### src/rtl/regmask_encoder_16_4.sv
// regmask_encoder_16_4: serialises a 16-bit register mask into the 4-bit IDs of its set bits, lowest first
// Ports:
//   clk, rst          clock and synchronous active-high reset
//   mask_valid_i      mask offered
//   mask_ready_o      mask accepted this cycle if offered (high only while idle)
//   mask_i[15:0]      register mask, bit i set = emit ID i
//   id_valid_o        id_o carries a pending register ID
//   id_ready_i        consumer takes id_o this cycle
//   id_o[3:0]         lowest pending register ID
//   id_last_o         id_o is the final ID of the current mask
//   remaining_o[4:0]  number of IDs still pending
//   done_o            one-cycle pulse after a mask is fully emitted or was empty
module regmask_encoder_16_4 (
    input  logic        clk,
    input  logic        rst,
    input  logic        mask_valid_i,
    output logic        mask_ready_o,
    input  logic [15:0] mask_i,
    output logic        id_valid_o,
    input  logic        id_ready_i,
    output logic [3:0]  id_o,
    output logic        id_last_o,
    output logic [4:0]  remaining_o,
    output logic        done_o
);
    typedef enum logic {IDLE, EMIT} state_t;
    state_t      state_q, state_d;
    logic [15:0] pending_q, pending_d;
    logic        done_q, done_d;
    logic [3:0]  low;
    logic [4:0]  cnt;
    always_comb begin
        low = '0;
        for (int i = 15; i >= 0; i--) low = pending_q[i] ? 4'(i) : low;
        cnt = '0;
        for (int i = 0; i < 16; i++) cnt = cnt + 5'(pending_q[i]);
    end
    assign mask_ready_o = state_q == IDLE;
    assign id_valid_o   = state_q == EMIT;
    assign id_o         = id_valid_o ? low : 4'd0;
    assign id_last_o    = id_valid_o && cnt == 5'd1;
    assign remaining_o  = cnt;
    assign done_o       = done_q;
    always_comb begin
        state_d   = state_q;
        pending_d = pending_q;
        done_d    = 1'b0;
        if (mask_ready_o && mask_valid_i) begin
            state_d   = mask_i != '0 ? EMIT : IDLE;
            pending_d = mask_i;
            done_d    = mask_i == '0;
        end else if (id_valid_o && id_ready_i) begin
            // clearing the emitted bit makes the next lowest set bit win the encoder
            pending_d = pending_q & ~(16'h1 << low);
            state_d   = id_last_o ? IDLE : EMIT;
            done_d    = id_last_o;
        end
    end
    always_ff @(posedge clk) begin
        if (rst) begin
            state_q   <= IDLE;
            pending_q <= '0;
            done_q    <= 1'b0;
        end else begin
            state_q   <= state_d;
            pending_q <= pending_d;
            done_q    <= done_d;
        end
    end
endmodule

### config.mk
export PLATFORM = sky130hd
export DESIGN_NAME = regmask_encoder_16_4
export DESIGN_NICKNAME = d
export VERILOG_FILES = /design/src/rtl/regmask_encoder_16_4.sv
export SDC_FILE = /design/constraint.sdc
export NUM_CORES = 1
export LEC_CHECK = 0
export CAP_MARGIN = 20
export CORE_ASPECT_RATIO = 0.5
export CORE_UTILIZATION = 54
export CTS_BUF_LIST = sky130_fd_sc_hd__clkbuf_2
export DETAILED_ROUTE_END_ITERATION = 8
export GPL_TIMING_DRIVEN = 0
export PLACE_DENSITY = 0.94
export SYNTH_ARGS = -nofsm -noshare
export SYNTH_HDL_FRONTEND = slang
export SYNTH_SLANG_ARGS = --single-unit
### constraint.sdc
create_clock -name clk -period 5.3 [get_ports clk]
set_clock_uncertainty 0.2 [all_clocks]
set_input_delay 1.06 -clock clk [delete_from_list [all_inputs] [get_ports clk]]
set_output_delay 1.06 -clock clk [all_outputs]
set_load 0.005 [all_outputs]
==> results.sh <==
export IMPL_final_nets=298
export IMPL_required_ns=4.04
export IMPL_post_route_util=0.7818
export IMPL_antenna_found_initial=0
export IMPL_power_leakage_nw=0.8772
export IMPL_synth_edf_count=0
export IMPL_cp_startpoint="pending_q[11]"
export IMPL_dieArea_mm2=0.003391
export IMPL_place_gp_congestion=1.025
export IMPL_multi_input_area_mm2=0.001224
export IMPL_setup_ws_ns=-0.07420
export IMPL_worstHoldPathType="flip-flop to flip-flop"
export IMPL_clockBufferDepth=2
export IMPL_finalHoldViolations=0
export IMPL_syn_area_mm2=0.001700
export IMPL_post_route_period_util=1.014
export IMPL_seq_area_um2=385.4
export IMPL_async_flop_share=0
export IMPL_ir_drop_mv=0.2835
export IMPL_yosysTopAreaCellShare=0.2119
export IMPL_numPortBuffers=31
export IMPL_initial_utilization=0.6113
export IMPL_placed_area_mm2=0.002057
export IMPL_cts_inserted_buffers=3
export IMPL_clockRootBuffer="clkbuf_2"
export IMPL_place_inst=289
export IMPL_seq_area_frac_synth=0.2119
export IMPL_antenna_cells=0
export IMPL_ys_types=42
export IMPL_coreArea_mm2=0.002781
export IMPL_max_clock_freq_mhz=186.1
export IMPL_final_cells=298
export IMPL_ys_ff_latch=18
export IMPL_r2r_end="done_o"
export IMPL_drtAntennaViolNets=0
export IMPL_dr_pass1_iters=5
export IMPL_end_kind="primary output"
export IMPL_synth_ff_type="dfxtp_1"
export IMPL_crit_fanout=3
export IMPL_h_tree_depth=1
export IMPL_cp_slowest_cell="fa_1"
export IMPL_power_density_mw_per_mm2=323.2
export IMPL_layout_drive_gt1_share=0.1648
export IMPL_n_fill_cell=199
export IMPL_syn_to_final_growth_pct=27.89
export IMPL_routed_wl_mm=5.882
export IMPL_overflow=0
export IMPL_vias=2018
export IMPL_setup_violations=1
export IMPL_arrival_ns=4.11
export IMPL_drt_drc_violations_left=0
export IMPL_violations="negative setup slack"
export IMPL_path_class="flip-flop to primary output"
export IMPL_maxCapViolCount=0
export IMPL_dp_slack_ns=-0.1841
export IMPL_cts_tree="yes"
export IMPL_tightest_slew_ns=0.6216
export IMPL_drv_slew=0
export IMPL_period_needed_ns=5.374
export IMPL_synth_largest_area_cell="dfxtp_1"
export IMPL_status="complete, but fails checks"
export IMPL_reg2reg_from="pending_q[11]"
export IMPL_syn_avg_cell_area_um2=7.694
export IMPL_final_cell_mix="inv_1 (26), nor2_1 (26), clkdlybuf4s50_1 (26)"
export IMPL_hpwl_mm=4.417
export IMPL_routedWlPerCell_um=19.74
export IMPL_fp_dieH_um=41.68
export IMPL_syn_nets=256
export IMPL_synthCells=221
export IMPL_ff2ff_path_depth=14
export IMPL_rsz0062_at_grt="yes"
export IMPL_pin_count=33
export IMPL_insertion_delay_ns=0.34
export IMPL_drtIter0Drc=361
export IMPL_crit_end="id_last_o"
export IMPL_die_x_um=81.36
export IMPL_grt_max_degree=11
export IMPL_relSlewSlack=0.5843
export IMPL_cts_sink_count=18
export IMPL_grt_pass1_vias=1719
export IMPL_viasPerCell=6.772
export IMPL_startpoint_type="flip-flop"
export IMPL_design_area_mm2=0.002175
export IMPL_r2r_slack_ns=1.05
export IMPL_crit_chain="inv_1, fa_2, fa_1, fa_1, fa_1, inv_1, ha_2, inv_1, fa_2, nand3_2, nor2_2, nand2_2, nor2_2, buf_2"
export IMPL_grt_pass1_wl_mm=9.190
export IMPL_synth_area_top_cells="dfxtp_1 (21%), fa_1 (12%), inv_1 (6.2%)"
export IMPL_row_count=13
export IMPL_slowest_delay_ns=0.54
export IMPL_globalRouteTotalUtil=0.3689
export IMPL_path_clk_slew_ns=0.21
export IMPL_ys_warnings_count=0
layout make-up:
| class | instances | share of cell area |
|---|---|---|
| multi-input combinational | 163 | 0.5627 |
| buffer | 10 | 0.02244 |
| clock buffer | 3 | 0.006904 |
| sequential | 18 | 0.1772 |
| tap | 37 | 0.02129 |
| inverter | 30 | 0.05178 |
| timing repair buffer | 37 | 0.1577 |
critical path, delay by kind of cell (launching register included):
family        cells  cell delay, ns
flops             1            0.38
buf+inv           4            0.34
fa+ha+maj         6            2.69
simple gates      4            0.36
repair_timing:
item	in CTS	in global routing
gates resized for setup	24	16
hold buffers	0	0
cloned	0	0
setup buffers	3	3
pin swaps	3	5
setup endpoints to repair	5	3
routing by layer:
| metal | share of wire | global-route usage | vias up |
|---|---|---|---|
| met1 | 0.44 | 0.5580 | 943 |
| li1 | - | - | 891 |
| met2 | 0.39 | 0.4933 | 172 |
| met4 | 0.015 | 0.05357 | 0 |
| met3 | 0.16 | 0.1429 | 12 |
| met5 | 0 | 0 | - |
logic make-up after synthesis:
logic type / count (synthesis) / synth area share
flip-flops: 18 / 0.2119
adder cells (fa/ha/maj): 15 / 0.1545
AND/OR/NAND/NOR: 75 / 0.2193
buffers and inverters: 40 / 0.09492
XOR/XNOR: 2 / 0.01030
multiplexers: 6 / 0.03532
AO/OA/AOI/OAI: 65 / 0.2737
metrics by stage:
| step | total power [mW] | hold slack [ns] | TNS [ns] |
|---|---|---|---|
| floorplan | 0.4319 | 0.2983 | 0 |
| global placement | 0.5894 | 0.3643 | -0.1196 |
| detailed placement | 0.5977 | 0.3617 | -0.2334 |
| CTS | 0.6602 | 0.3493 | -0.1364 |
| global route | 0.7466 | 0.3762 | -0.2567 |
| finish | 0.7028 | 0.3504 | -0.07420 |
worst min path at each step:
| stage | start | to | slack [ns] | cells after the start |
|---|---|---|---|---|
| after floorplan | pending_q[10] | pending_q[10] | 0.30 | 2 |
| after global placement | pending_q[5] | pending_q[5] | 0.36 | 2 |
| after detailed placement | pending_q[10] | pending_q[10] | 0.36 | 2 |
| after CTS | pending_q[5] | pending_q[5] | 0.35 | 2 |
| after global routing | pending_q[5] | pending_q[5] | 0.38 | 2 |
| final | pending_q[1] | pending_q[1] | 0.35 | 2 |
cell usage after synthesis (3+ instances only):
master,count
nor2_1,28
a21o_1,3
clkbuf_1,4
nor4_1,9
nor3_1,3
a311oi_1,11
mux2i_1,6
dfxtp_1,18
nor2b_1,3
nand3_1,4
a21oi_1,17
or4_4,3
ha_1,5
o21ai_0,5
inv_1,28
a31oi_1,6
nand2_1,20
a221oi_1,9
fa_1,10
power by group:
| group | total [mW] | leakage (nW) | switching [mW] | internal, mW |
|---|---|---|---|---|
| clock | 0.0687 | 0.0125 | 0.0533 | 0.0154 |
| combinational | 0.469 | 0.712 | 0.261 | 0.208 |
| sequential | 0.165 | 0.153 | 0.0160 | 0.149 |
state kept, by name, indices dropped and copies added (netlist names):
register,count
id_valid_o,1
pending_q,16
done_o,1
Power figures use the tool's default switching activity.
